--- config.mk ---
export PLATFORM = sky130hd
export DESIGN_NAME = rom_stream_reader_flat
export DESIGN_NICKNAME = d
export VERILOG_FILES = /design/src/rtl/rom_stream_reader_pkg.sv /design/src/rtl/rom_stream_reader_if.sv /design/src/rtl/rom_stream_reader_fifo2.sv /design/src/rtl/rom_stream_reader.sv /design/src/flat_wrapper.sv
export SDC_FILE = /design/constraint.sdc
export NUM_CORES = 1
export LEC_CHECK = 0
export ABC_AREA = 1
export ABC_CLOCK_PERIOD_IN_PS = 2029
export BUFFER_PORTS_ARGS = -buffer_cell sky130_fd_sc_hd__buf_4
export CORE_ASPECT_RATIO = 1.4
export CORE_MARGIN = 2
export CORE_UTILIZATION = 51
export DETAILED_ROUTE_END_ITERATION = 16
export PLACE_DENSITY = 0.73
export SLEW_MARGIN = 20
export SYNTH_ARGS = -nofsm -noshare
export SYNTH_HDL_FRONTEND = slang
export SYNTH_HIERARCHICAL = 1
export SYNTH_SLANG_ARGS = --single-unit
export TNS_END_PERCENT = 1
--- constraint.sdc ---
create_clock -name clk -period 2.03 [get_ports clk]
set_input_delay 0 -clock clk [delete_from_list [all_inputs] [get_ports clk]]
set_output_delay 0 -clock clk [all_outputs]
set_load 0.01 [all_outputs]
--- src/rtl/rom_stream_reader_pkg.sv ---
// rom_stream_reader_pkg: ROM geometry and reader FSM encoding shared with the ROM instance
package rom_stream_reader_pkg;
  localparam int ROM_ADDR_W = 5;
  localparam int ROM_DATA_W = 8;
  typedef enum logic [1:0] {IDLE = 2'd0, RUN = 2'd1, DRAIN = 2'd2} state_t;
endpackage

--- src/rtl/rom_stream_reader_if.sv ---
// rom_stream_reader_if: valid/ready byte stream with burst-last marker
interface rom_stream_reader_if #(parameter int DATA_W = rom_stream_reader_pkg::ROM_DATA_W);
  logic [DATA_W-1:0] out_data;
  logic out_valid, out_ready, out_last;
  modport master(output out_data, out_valid, out_last, input out_ready);
  modport slave(input out_data, out_valid, out_last, output out_ready);
endinterface

--- src/rtl/rom_stream_reader_fifo2.sv ---
// stream_fifo2: 2-entry register FIFO, head held in rdata, same-cycle push/pop
module stream_fifo2 import rom_stream_reader_pkg::*; #(
  parameter int DATA_W = ROM_DATA_W
) (
  input  logic              clk,
  input  logic              reset,
  input  logic              push,
  input  logic              pop,
  input  logic [DATA_W-1:0] wdata,
  output logic [DATA_W-1:0] rdata,
  output logic [1:0]        count
);
  logic [DATA_W-1:0] d1;
  always_ff @(posedge clk or posedge reset)
    if (reset) begin
      rdata <= '0;
      d1    <= '0;
      count <= '0;
    end else begin
      rdata <= pop ? ((push && count == 2'd1) ? wdata : d1) : ((push && count == 2'd0) ? wdata : rdata);
      d1    <= (push && (count == 2'd2 || (count == 2'd1 && !pop))) ? wdata : d1;
      count <= count + 2'(push) - 2'(pop);
    end
endmodule

--- src/rtl/rom_stream_reader.sv ---
// rom_stream_reader: sequences ROM addresses and streams a burst of bytes over valid/ready
module rom_stream_reader import rom_stream_reader_pkg::*; #(
  parameter int ADDR_W = ROM_ADDR_W,
  parameter int DATA_W = ROM_DATA_W
) (
  input  logic              clk,
  input  logic              reset,
  input  logic              start,
  input  logic [ADDR_W-1:0] start_addr,
  input  logic [ADDR_W:0]   len,
  output logic [ADDR_W-1:0] rom_addr,
  input  logic [DATA_W-1:0] rom_data,
  output logic              busy,
  output logic              done,
  rom_stream_reader_if.master s
);
  state_t            state;
  logic [ADDR_W:0]   issue_left, beat_left;
  logic              inflight, pop, issue;
  logic [1:0]        count;
  logic [2:0]        occ;
  logic [DATA_W-1:0] head;
  // credit: buffered plus outstanding bytes, after this cycle's pop, must leave room
  assign pop         = s.out_valid && s.out_ready;
  assign occ         = 3'(count) + 3'(inflight) - 3'(pop);
  assign issue       = state == RUN && issue_left != '0 && occ < 3'd2;
  assign s.out_valid = count != 2'd0;
  assign s.out_data  = head;
  assign s.out_last  = s.out_valid && beat_left == (ADDR_W+1)'(1);
  stream_fifo2 #(.DATA_W(DATA_W)) fifo (
    .clk(clk), .reset(reset), .push(inflight), .pop(pop),
    .wdata(rom_data), .rdata(head), .count(count)
  );
  always_ff @(posedge clk or posedge reset)
    if (reset) begin
      state      <= IDLE;
      rom_addr   <= '0;
      issue_left <= '0;
      beat_left  <= '0;
      inflight   <= 1'b0;
      busy       <= 1'b0;
      done       <= 1'b0;
    end else begin
      inflight <= issue;
      done     <= 1'b0;
      if (state == IDLE) begin
        done <= start && len == '0;
        if (start && len != '0) begin
          rom_addr   <= start_addr;
          issue_left <= len;
          beat_left  <= len;
          busy       <= 1'b1;
          state      <= RUN;
        end
      end else begin
        if (issue) begin
          rom_addr   <= rom_addr + ADDR_W'(1);
          issue_left <= issue_left - (ADDR_W+1)'(1);
          if (issue_left == (ADDR_W+1)'(1)) state <= DRAIN;
        end
        if (pop) begin
          beat_left <= beat_left - (ADDR_W+1)'(1);
          if (beat_left == (ADDR_W+1)'(1)) begin
            state <= IDLE;
            busy  <= 1'b0;
            done  <= 1'b1;
          end
        end
      end
    end
endmodule

--- src/flat_wrapper.sv ---
// flat-port wrapper written by rule: the top's interface ports become plain ports
module rom_stream_reader_flat import rom_stream_reader_pkg::*;
#(
  parameter int ADDR_W = ROM_ADDR_W,
  parameter int DATA_W = ROM_DATA_W
)
  (clk, reset, start, start_addr, len, rom_addr, rom_data, busy, done, s_out_data, s_out_valid, s_out_last, s_out_ready);
  rom_stream_reader_if #(.DATA_W(DATA_W)) s_i ();
  input  logic clk;
  input  logic reset;
  input  logic start;
  input  logic [ADDR_W-1:0] start_addr;
  input  logic [ADDR_W:0] len;
  output logic [ADDR_W-1:0] rom_addr;
  input  logic [DATA_W-1:0] rom_data;
  output logic busy;
  output logic done;
  output wire logic [$bits(s_i.out_data)-1:0] s_out_data;
  output wire logic [$bits(s_i.out_valid)-1:0] s_out_valid;
  output wire logic [$bits(s_i.out_last)-1:0] s_out_last;
  input wire logic [$bits(s_i.out_ready)-1:0] s_out_ready;
  assign s_out_data = s_i.out_data;
  assign s_out_valid = s_i.out_valid;
  assign s_out_last = s_i.out_last;
  assign s_i.out_ready = s_out_ready;
  rom_stream_reader #(.ADDR_W(ADDR_W), .DATA_W(DATA_W)) u_core (.clk(clk), .reset(reset), .start(start), .start_addr(start_addr), .len(len), .rom_addr(rom_addr), .rom_data(rom_data), .busy(busy), .done(done), .s(s_i));
endmodule
==> metrics.csv, run 1 <==
stage;metric;value;unit
global_routing;first-pass GRT wire length;9.60;mm
die;Die Height;85.1;um
global_routing;largest net degree at the start of global routing;23;
power;Tot Pwr;4950;uW
worst_setup_path;worst r2r path cells;14;
routing;total wire length;5.41;mm
clock_network;clock root buffer;clkbuf_8;
place;DP Area;2760;sq um
worst_setup_path;CP Launch Type;register;
place;dpl hpwl;3.90;mm
finish;Finished Cell Area;3060;sq um
synth;Seq/Total Area, Yosys;41.8;%
worst_setup_path;kind of critical path;register to register;
power;Cell Pwr Density;1620;nW/um^2
timing;f_max;0.498;GHz
synth;Synth Warn #;6;
synth;synth top area cells;dfrtp_1, nand2_1, nand3_1;
worst_setup_path;worst reg2reg setup slack;0.02;ns
finish;nets;410;
die;initial core utilization;52.8;%
timing;Post-Route Skew;0.00676;ns
clock_network;CTS tree;done;
power;LEAKAGE;0.00161;uW
clock_network;clock transition at the registers of the reported paths;0.08;ns
finish;antenna cells;0;
clock_network;CTS sink count;40;
clock_network;worst skew pair latency;0.30;ns
worst_hold_path;Worst Hold Class;input port to register;
place;gpl congestion;0.820;
place;# port buffers;39;
routing;initial DRC count;82;
power;worst vdd ir;0.00100;V
worst_setup_path;Critical Path Source;u_core/fifo/count[0]$_DFF_PP0_;
worst_setup_path;Critical Path Sink;u_core/issue_left[1]$_DFFE_PP0P_;
worst_setup_path;Reg-to-Reg Start;u_core/fifo/count[0]$_DFF_PP0_;
worst_setup_path;critical path data arrival time;2.23;ns
global_routing;gr usage total;23.8;%
status;outcome;finished clean;
timing;Final Critical Period;2.01;ns
clock_network;htree depth;2;
die;Die W;61.9;um
synth;largest family of logic cells by synthesized area;simple AND/OR/NAND/NOR gates;
flow_run;Max-Cap Viols;0;
synth;post-synthesis mux area share;0;%
die;I/O Pins;40;
routing;Post-DRT Antenna Nets;0;
routing;DR pass1 iterations;4;
global_routing;antenna violations before repair;0;
timing;final worst-path cycle share;98.8;%
finish;layout cell share with drive strength beyond 1;24.0;%
routing;Residual DRC;0;
global_routing;Overflow after GRT;0;
timing;RSZ-0062 raised after global routing;yes;
synth;Synth area leader;dfrtp_1;
routing;routed vias;2235;
synth;Synth cell types;28;
timing;Slew headroom;40.6;%
worst_setup_path;Critical Path Sink Type;register;
worst_setup_path;Worst R2R End;u_core/issue_left[1]$_DFFE_PP0P_;
clock_network;TritonCTS Buffers;5;
synth;Post-Syn Area;2390;sq um
synth;top cell type's share of synthesized area;41.8;%
synth;Synth Area in XOR/XNOR;1.10;%
synth;Simple-Gate Fraction of Synth Area;37.4;%
routing;Via density;5.07;
synth;Synth Area in Compound Gates;6.37;%
clock_network;CTS Buffer Depth;2;
finish;Area Overhead vs Synth;28.0;%
timing;Final setup viols;0;
timing;Worst-Margin Slew;0.890;ns
synth;post-synthesis adder-cell area fraction;5.02;%
global_routing;number of global-route vias before repair;2301;
synth;Net Count, Synth;349;
timing;final hold viol count;0;
routing;Routed WL per cell;12.3;um
die;core area;4540;sq um
synth;cells after synthesis;317;
timing;max-slew violation count;0;
synth;Syn Area/Cell;7.55;sq um
die;full die area;5270;sq um
worst_setup_path;worst-path fanout max;7;
die;Core Rows;29;
worst_setup_path;WP data required;2.26;ns
synth;#FFs+latches synth;40;
-- cells in the mapped netlist (all sizes together) --
cell type	instances
or2	3
nor3	1
fa	1
inv	36
o31ai	1
xor2	1
nor2	22
ha	8
nand4	2
nand2	109
nand3b	1
a21oi	4
nand3	53
o21ai	25
xnor2	2
buf	8
dfrtp	40
-- state kept, by name, summed over array words and instances (netlist names), 2 cells and up --
name               count
u_core/fifo/d1         8
u_core/fifo/rdata      8
u_core/beat_left       6
u_core/issue_left      6
u_core/rom_addr        5
u_core/fifo/count      2
u_core/state           2
-- layer usage --
layer / track usage, % / up-vias / routed length [um]
met4: 9.67 / 0 / 85
li1: - / 1138 / -
met3: 5.34 / 8 / 156
met5: 0 / - / 0
met2: 43.7 / 47 / 2910
met1: 24.5 / 1042 / 2250
-- repair_timing --
| action | CTS | global route |
|---|---|---|
| endpoints found under the hold margin | 59 | 0 |
| setup endpoints to repair | 12 | 12 |
| pin swaps | 8 | 7 |
| hold buffers | 12 | 0 |
| buffers inserted | 1 | 1 |
| resized for setup | 7 | 2 |
| gates cloned | 2 | 0 |
-- how the worst min path moves through the flow --
stage                     slack [ns]  depth (start not counted)                                to          start
after floorplan                -0.06                          1     u_core/fifo/d1[0]$_DFFE_PP0P_          reset
after global placement          0.17                          2  u_core/fifo/rdata[1]$_DFFE_PP0P_          reset
after detailed placement        0.16                          2     u_core/fifo/d1[1]$_DFFE_PP0P_          reset
after CTS                       0.01                          4    u_core/rom_addr[4]$_DFFE_PP0P_  start_addr[4]
after global routing            0.02                          4    u_core/rom_addr[3]$_DFFE_PP0P_  start_addr[3]
final                           0.02                          5    u_core/rom_addr[0]$_DFFE_PP0P_  start_addr[0]
-- layout make-up --
cell class | instances | area (sq um)
inverters | 36 | 138
flip-flops and latches | 40 | 1000
clock inverters | 3 | 46.3
fillers | 413 | 1470
well taps | 62 | 77.6
multi-input cells | 235 | 1250
repair buffers | 60 | 480
clock buffers | 5 | 68.8
-- cells in the final DEF, fill, tap and decap left out, drive strengths merged --
master and n:
nand3 53, inv 37, clkbuf 5, xnor2 2
nand3b 1, nor3 1, o31ai 1, nor2 22
nand2 111, dfrtp 40, ha 8, fa 1
a21oi 4, bufinv 1, buf 48, xor2 1
o21ai 25, nand4 2, clkinvlp 1, dlygate4sd3 12
or2 3
-- report_power, final --
part | switching (uW) | internal [uW]
Clock | 306 | 370
Combinational | 1660 | 1130
Sequential | 287 | 1200
-- stage by stage --
step,TNS (ns),std cells,utilization [%],setup WS (ns),hold slack (ns)
2_1_floorplan,-0.343,317,-,-0.0602,-0.0616
3_3_place_gp,-0.0236,417,60.9,-0.0118,0.165
3_5_place_dp,-0.514,417,60.9,-0.0721,0.158
4_1_cts,-0.00654,440,67.2,-0.00654,0.00954
5_1_grt,-1.35,441,67.6,-0.131,0.0167
6_report,0,441,67.6,0.0234,0.0170
-- cells by family after synthesis --
kind of cell / after synthesis
AOI/OAI and AO/OA: 30
xor gates and xnor gates: 3
adders and majority gates: 9
buffers and inverters: 44
DFF: 40
and+or+nand+nor: 191
-- worst max-delay path, stage by stage, from the launching register on --
cell	delay (ns)
dfrtp_2	0.40
nor2_4	0.04
inv_2	0.05
nand2_2	0.05
inv_2	0.05
nand2_2	0.05
o21ai_1	0.07
nand2_1	0.08
fa_2	0.53
nand3_2	0.08
nor2_4	0.16
nand2_4	0.11
nand2_4	0.11
nand2_1	0.06
o21ai_1	0.07
No activity file was read; power rests on OpenSTA's default activity.
==> run 2, diff against run 1 <==
--- a/config.mk
+++ b/config.mk
@@ -13,6 +13,7 @@
 export CORE_UTILIZATION = 51
 export DETAILED_ROUTE_END_ITERATION = 16
 export PLACE_DENSITY = 0.73
+export SETUP_SLACK_MARGIN = 0.4
 export SLEW_MARGIN = 20
 export SYNTH_ARGS = -nofsm -noshare
 export SYNTH_HDL_FRONTEND = slang
==> metrics.csv, run 2 (synthesis results as in run 1) <==
stage;metric;value;unit;change
timing;f_max;0.499;GHz;was 0.498 GHz
place;Placed Cells;417;;unchanged
worst_setup_path;CP max stage delay;0.53;ns;about the same
finish;Final Core Density;67.7;%;was 67.6%
routing;initial DRC count;91;;was 82
finish;largest registers;u_core/fifo/d1: 8 flops, u_core/fifo/rdata: 8 flops;;unchanged
worst_setup_path;Critical Path Sink Type;register;;unchanged
die;core area;4540;sq um;unchanged
global_routing;Overflow after GRT;0;;unchanged
timing;worst hold slack;0.0145;ns;was 0.0170 ns
power;sw frac;45.4;%;about the same
place;# port buffers;39;;unchanged
worst_setup_path;critical path data arrival time;2.23;ns;about the same
worst_setup_path;kind of critical path;register to register;;unchanged
finish;nets;410;;unchanged
global_routing;number of global-route vias before repair;2298;;was 2301
timing;Final Critical Period;2.00;ns;was 2.01 ns
finish;multi-input gate area in the final layout;1250;sq um;unchanged
clock_network;CTS sink count;40;;unchanged
timing;RSZ-0062 raised after global routing;yes;;unchanged
place;setup slack at placement;-0.0721;ns;unchanged
worst_setup_path;WP data required;2.26;ns;about the same
finish;most frequent cells in the layout;nand2_1, nand3_1, buf_4;;unchanged
timing;setup ws final;0.0250;ns;was 0.0234 ns
power;LEAKAGE;0.00161;uW;about the same
timing;Final setup viols;0;;unchanged
clock_network;CTS tree;done;;unchanged
place;dpl hpwl;3.90;mm;unchanged
worst_setup_path;crit-path cells;nor2_4 -> inv_2 -> nand2_2 -> inv_2 -> nand2_2 -> o21ai_1 -> nand2_1 -> fa_2 -> nand3_2 -> nor2_4 -> nand2_4 -> nand2_4 -> nand2_1 -> o21ai_1;;unchanged
finish;Fillers;415;;was 413
timing;Slew headroom;40.6;%;about the same
power;internal power;2710;uW;was 2700 uW
clock_network;CTS Buffer Depth;2;;unchanged
finish;register area;1000;sq um;unchanged
die;initial core utilization;52.8;%;unchanged
power;Sw Pwr;2250;uW;about the same
die;Core Rows;29;;unchanged
routing;Post-DRT Antenna Nets;0;;unchanged
power;worst vdd ir;0.00100;V;about the same
timing;Post-Route Skew;0.00669;ns;was 0.00676 ns
global_routing;first-pass GRT wire length;9.62;mm;was 9.60 mm
worst_hold_path;Worst Hold Class;input port to register;;unchanged
clock_network;htree depth;2;;unchanged
clock_network;worst skew pair latency;0.30;ns;about the same
die;full die area;5270;sq um;unchanged
routing;Via density;5.08;;was 5.07
worst_setup_path;CP Launch Type;register;;unchanged
worst_setup_path;slowest stage cell, crit path;fa_2;;unchanged
power;Reg power frac;30.0;%;about the same
timing;Final TNS setup;0;ns;unchanged
worst_setup_path;worst-path fanout max;7;;unchanged
global_routing;gr usage total;23.8;%;about the same
routing;total wire length;5.42;mm;was 5.41 mm
die;Die W;61.9;um;unchanged
flow_run;Max-Cap Viols;0;;unchanged
timing;final hold viol count;0;;unchanged
die;I/O Pins;40;;unchanged
routing;Routed WL per cell;12.3;um;about the same
finish;antenna cells;0;;unchanged
finish;final non-filler cell total;441;;unchanged
global_routing;largest net degree at the start of global routing;23;;unchanged
timing;final worst-path cycle share;98.8;%;about the same
power;Cell Pwr Density;1610;nW/um^2;was 1620 nW/um^2
place;gpl congestion;0.820;;unchanged
routing;routed vias;2239;;was 2235
clock_network;TritonCTS Buffers;5;;unchanged
finish;commonest non-fill, non-tap cell in the layout;nand2_1;;unchanged
finish;layout cell share with drive strength beyond 1;24.0;%;unchanged
finish;Area Overhead vs Synth;28.2;%;was 28.0%
power;Logic pwr share;56.3;%;about the same
die;Die Height;85.1;um;unchanged
clock_network;clock transition at the registers of the reported paths;0.08;ns;about the same
status;outcome;finished clean;;unchanged
global_routing;antenna violations before repair;0;;unchanged
routing;Residual DRC;0;;unchanged
routing;DR pass1 iterations;4;;unchanged
timing;max-slew violation count;0;;unchanged
timing;Worst-Margin Slew;0.889;ns;was 0.890 ns
clock_network;clock root buffer;clkbuf_8;;unchanged
power;Clock power frac;13.7;%;about the same
-- run 2: worst paths after layout --
kind                       cells past startpoint                           start  slack (ns)                               end
hold reg to reg                                2         u_core/busy$_DFFE_PP0P_        0.49           u_core/busy$_DFFE_PP0P_
setup reg to reg                              14  u_core/fifo/count[0]$_DFF_PP0_        0.03  u_core/issue_left[1]$_DFFE_PP0P_
setup / recovery                              14  u_core/fifo/count[0]$_DFF_PP0_        0.03  u_core/issue_left[1]$_DFFE_PP0P_
min in group asynchronous                      3                           reset        0.37     u_core/fifo/d1[1]$_DFFE_PP0P_
hold / removal                                 5                   start_addr[0]        0.01    u_core/rom_addr[0]$_DFFE_PP0P_
max in group asynchronous                      3                           reset        1.03   u_core/beat_left[5]$_DFFE_PP0P_
-- run 2: cell type report --
cell class,instances,area share [%]
clock buffer,5,2.24
clock inverter,3,1.51
inverter,36,4.65
multi-input combinational,235,40.7
sequential,40,32.7
tap,62,2.53
timing repair buffer,60,15.7
-- run 2: power by group through the flow --
stage	clock [uW]	sequential, uW	combinational, uW
detailed placement	0	1490	2580
floorplan	0	1540	1880
CTS	697	1480	2760
global route	731	1540	3180
finish	678	1490	2790
global placement	0	1480	2490
-- run 2: per-stage QoR --
step	cell area, sq um	power [uW]
global placement	2760	3970
floorplan	2410	3420
finish	3070	4950
CTS	3050	4940
detailed placement	2760	4070
global route	3070	5460
-- run 2: critical path, delay by kind of cell, from the launching register on --
family                   cells  cell delay (ns)
flip-flops                   1             0.40
AND/OR/NAND/NOR              9             0.74
buffers and inverters        2             0.10
AO/OA/AOI/OAI                2             0.15
adder cells (fa/ha/maj)      1             0.53
-- run 2: repair_timing --
item                                    in CTS  in global routing
endpoints found under the setup margin      15                 28
hold buffers                                12                  0
setup buffers                                1                  1
gates cloned                                 2                  0
hold endpoints to repair                    59                  0
resized for setup                            7                  4
pin swaps                                   11                  9
-- run 2: layer usage --
layer	vias to the layer above	GRT usage [%]	share of wire, %
li1	1136	-	-
met1	1044	24.6	41
met4	0	9.67	1.6
met2	49	43.7	54
met5	-	0	0
met3	10	5.34	3.1
==> run 3, diff against run 2 <==
--- a/config.mk
+++ b/config.mk
@@ -8,8 +8,8 @@
 export ABC_AREA = 1
 export ABC_CLOCK_PERIOD_IN_PS = 2029
 export BUFFER_PORTS_ARGS = -buffer_cell sky130_fd_sc_hd__buf_4
+export CAP_MARGIN = 20
 export CORE_ASPECT_RATIO = 1.4
-export CORE_MARGIN = 2
 export CORE_UTILIZATION = 51
 export DETAILED_ROUTE_END_ITERATION = 16
 export PLACE_DENSITY = 0.73
==> constraint.sdc (replaced) <==
create_clock -name clk -period 2.03 [get_ports clk]
set_input_delay 0.1015 -clock clk [delete_from_list [all_inputs] [get_ports clk]]
set_output_delay 0.1015 -clock clk [all_outputs]
set_load 0.01 [all_outputs]
==> metrics.csv, run 3 (synthesis results as in run 1) <==
stage;metric;value;unit;change
status;outcome;finished clean;;unchanged
worst_setup_path;CP max stage delay;0.53;ns;about the same
global_routing;antenna violations before repair;0;;unchanged
finish;commonest non-fill, non-tap cell in the layout;nand2_1;;unchanged
finish;layout cell share with drive strength beyond 1;24.6;%;was 24.0%
clock_network;CTS Buffer Depth;2;;unchanged
clock_network;CTS sink count;40;;unchanged
routing;Post-DRT Antenna Nets;0;;unchanged
routing;Routed WL per cell;11.8;um;was 12.3 um
power;Tot Pwr;4880;uW;was 4950 uW
finish;antenna cells;0;;unchanged
die;Die W;59.9;um;was 61.9 um
die;full die area;4980;sq um;was 5270 sq um
clock_network;clock transition at the registers of the reported paths;0.08;ns;about the same
finish;Final Core Density;65.0;%;was 67.7%
timing;f_max;0.500;GHz;was 0.499 GHz
die;initial core utilization;52.8;%;unchanged
finish;Area Overhead vs Synth;23.1;%;was 28.2%
worst_setup_path;delay-heaviest family, CP;simple AND/OR/NAND/NOR gates;;unchanged
die;I/O Pins;40;;unchanged
clock_network;TritonCTS Buffers;5;;unchanged
finish;most frequent cells in the layout;nand2_1, nand3_1, buf_4;;unchanged
timing;Post-Route Skew;0.00260;ns;was 0.00669 ns
worst_setup_path;crit-path cells;nor2_4 -> inv_2 -> nand2_2 -> inv_2 -> nand2_2 -> inv_1 -> fa_2 -> nand3_2 -> nor2_4 -> nand2_4 -> nand2_4 -> nand2_1 -> o21ai_1;;was nor2_4 -> inv_2 -> nand2_2 -> inv_2 -> nand2_2 -> o21ai_1 -> nand2_1 -> fa_2 -> nand3_2 -> nor2_4 -> nand2_4 -> nand2_4 -> nand2_1 -> o21ai_1
die;Core Rows;29;;unchanged
place;dpl hpwl;3.77;mm;was 3.90 mm
place;# port buffers;39;;unchanged
routing;routed vias;2154;;was 2239
clock_network;CTS tree;done;;unchanged
timing;max-slew violation count;0;;unchanged
global_routing;number of global-route vias before repair;2024;;was 2298
routing;initial DRC count;55;;was 91
place;DP Area;2760;sq um;unchanged
worst_setup_path;Critical Path Sink Type;register;;unchanged
power;Cell Pwr Density;1660;nW/um^2;was 1610 nW/um^2
timing;final hold viol count;0;;unchanged
timing;Worst-Margin Slew;0.873;ns;was 0.889 ns
worst_setup_path;WP data required;2.25;ns;was 2.26 ns
place;gpl congestion;0.863;;was 0.820
worst_setup_path;worst reg2reg setup slack;0.03;ns;about the same
timing;Final Critical Period;2.00;ns;about the same
finish;nets;397;;was 410
routing;Residual DRC;0;;unchanged
routing;total wire length;5.03;mm;was 5.42 mm
timing;worst hold slack;0.0129;ns;was 0.0145 ns
worst_setup_path;critical path data arrival time;2.22;ns;was 2.23 ns
timing;Slew headroom;41.8;%;was 40.6%
timing;final worst-path cycle share;98.6;%;was 98.8%
clock_network;worst skew pair latency;0.29;ns;was 0.30 ns
finish;largest registers;u_core/fifo/d1: 8 flops, u_core/fifo/rdata: 8 flops;;unchanged
die;Die Height;83.1;um;was 85.1 um
clock_network;htree depth;2;;unchanged
die;core area;4540;sq um;unchanged
worst_setup_path;WP buf/inv;3;;was 2
worst_setup_path;CP Launch Type;register;;unchanged
worst_setup_path;worst-path fanout max;7;;unchanged
global_routing;gr usage total;22.5;%;was 23.8%
worst_hold_path;Worst Hold Class;input port to register;;unchanged
routing;DR pass1 iterations;4;;unchanged
worst_setup_path;slowest stage cell, crit path;fa_2;;unchanged
timing;RSZ-0062 raised after global routing;yes;;unchanged
power;LEAKAGE;0.00156;uW;was 0.00161 uW
global_routing;largest net degree at the start of global routing;23;;unchanged
clock_network;clock root buffer;clkbuf_8;;unchanged
worst_setup_path;kind of critical path;register to register;;unchanged
power;worst vdd ir;0.00112;V;was 0.00100 V
flow_run;Max-Cap Viols;0;;unchanged
finish;Finished Cell Area;2950;sq um;was 3070 sq um
timing;Final setup viols;0;;unchanged
global_routing;Overflow after GRT;0;;unchanged
global_routing;first-pass GRT wire length;8.63;mm;was 9.62 mm
routing;Via density;5.03;;was 5.08
run 3: path summary, 6_finish.rpt:
check,startpoint,endpoint,depth (start not counted)
setup / recovery,u_core/fifo/count[1]$_DFF_PP0_,u_core/issue_left[2]$_DFFE_PP0P_,13
hold / removal,rom_data[5],u_core/fifo/d1[5]$_DFFE_PP0P_,3
setup reg to reg,u_core/fifo/count[1]$_DFF_PP0_,u_core/issue_left[2]$_DFFE_PP0P_,13
hold reg to reg,u_core/busy$_DFFE_PP0P_,u_core/busy$_DFFE_PP0P_,2
max in group asynchronous,reset,u_core/beat_left[3]$_DFFE_PP0P_,3
min in group asynchronous,reset,u_core/fifo/d1[5]$_DFFE_PP0P_,3
run 3: metrics by stage:
stage | std cells | setup slack [ns] | setup TNS (ns)
2_1_floorplan | 317 | -0.0602 | -0.343
3_3_place_gp | 417 | -0.00948 | -0.0159
3_5_place_dp | 417 | -0.0829 | -0.574
4_1_cts | 428 | -0.00573 | -0.00573
5_1_grt | 428 | -0.120 | -1.22
6_report | 428 | 0.0281 | 0
run 3: timing repair:
item,CTS,global route
setup endpoints to repair,14,30
hold buffers,1,0
endpoints found under the hold margin,18,0
pin swaps,13,7
buffers inserted,0,0
resized for setup,9,4
gates cloned,2,0
run 3: layout make-up:
| class | count | area, sq um |
|---|---|---|
| Clock buffer | 5 | 68.8 |
| Clock inverter | 3 | 47.5 |
| Inverter | 36 | 143 |
| Timing Repair Buffer | 47 | 355 |
| Sequential cell | 40 | 1000 |
| Multi-Input combinational cell | 235 | 1250 |
| Fill cell | 417 | 1590 |
| Tap cell | 62 | 77.6 |
run 3: power breakdown:
part           internal, uW  switching, uW  total (uW)
registers              1200            284        1480
clock network           370            289         659
logic                  1100           1640        2740
total                  2670           2210        4880
run 3: worst min-delay path: stages:
cell     delay, ns
buf_4         0.08
nand2_1       0.04
nand2_1       0.05
run 3: metal layers:
layer  global-route usage [%]  part of all wire (%)  vias to the layer above
met4                     8.03                   1.3                        0
met3                     4.21                   3.1                        6
met1                     23.8                    40                      991
met5                        0                     0                        -
met2                     41.8                    56                       45
li1                         -                     -                     1112
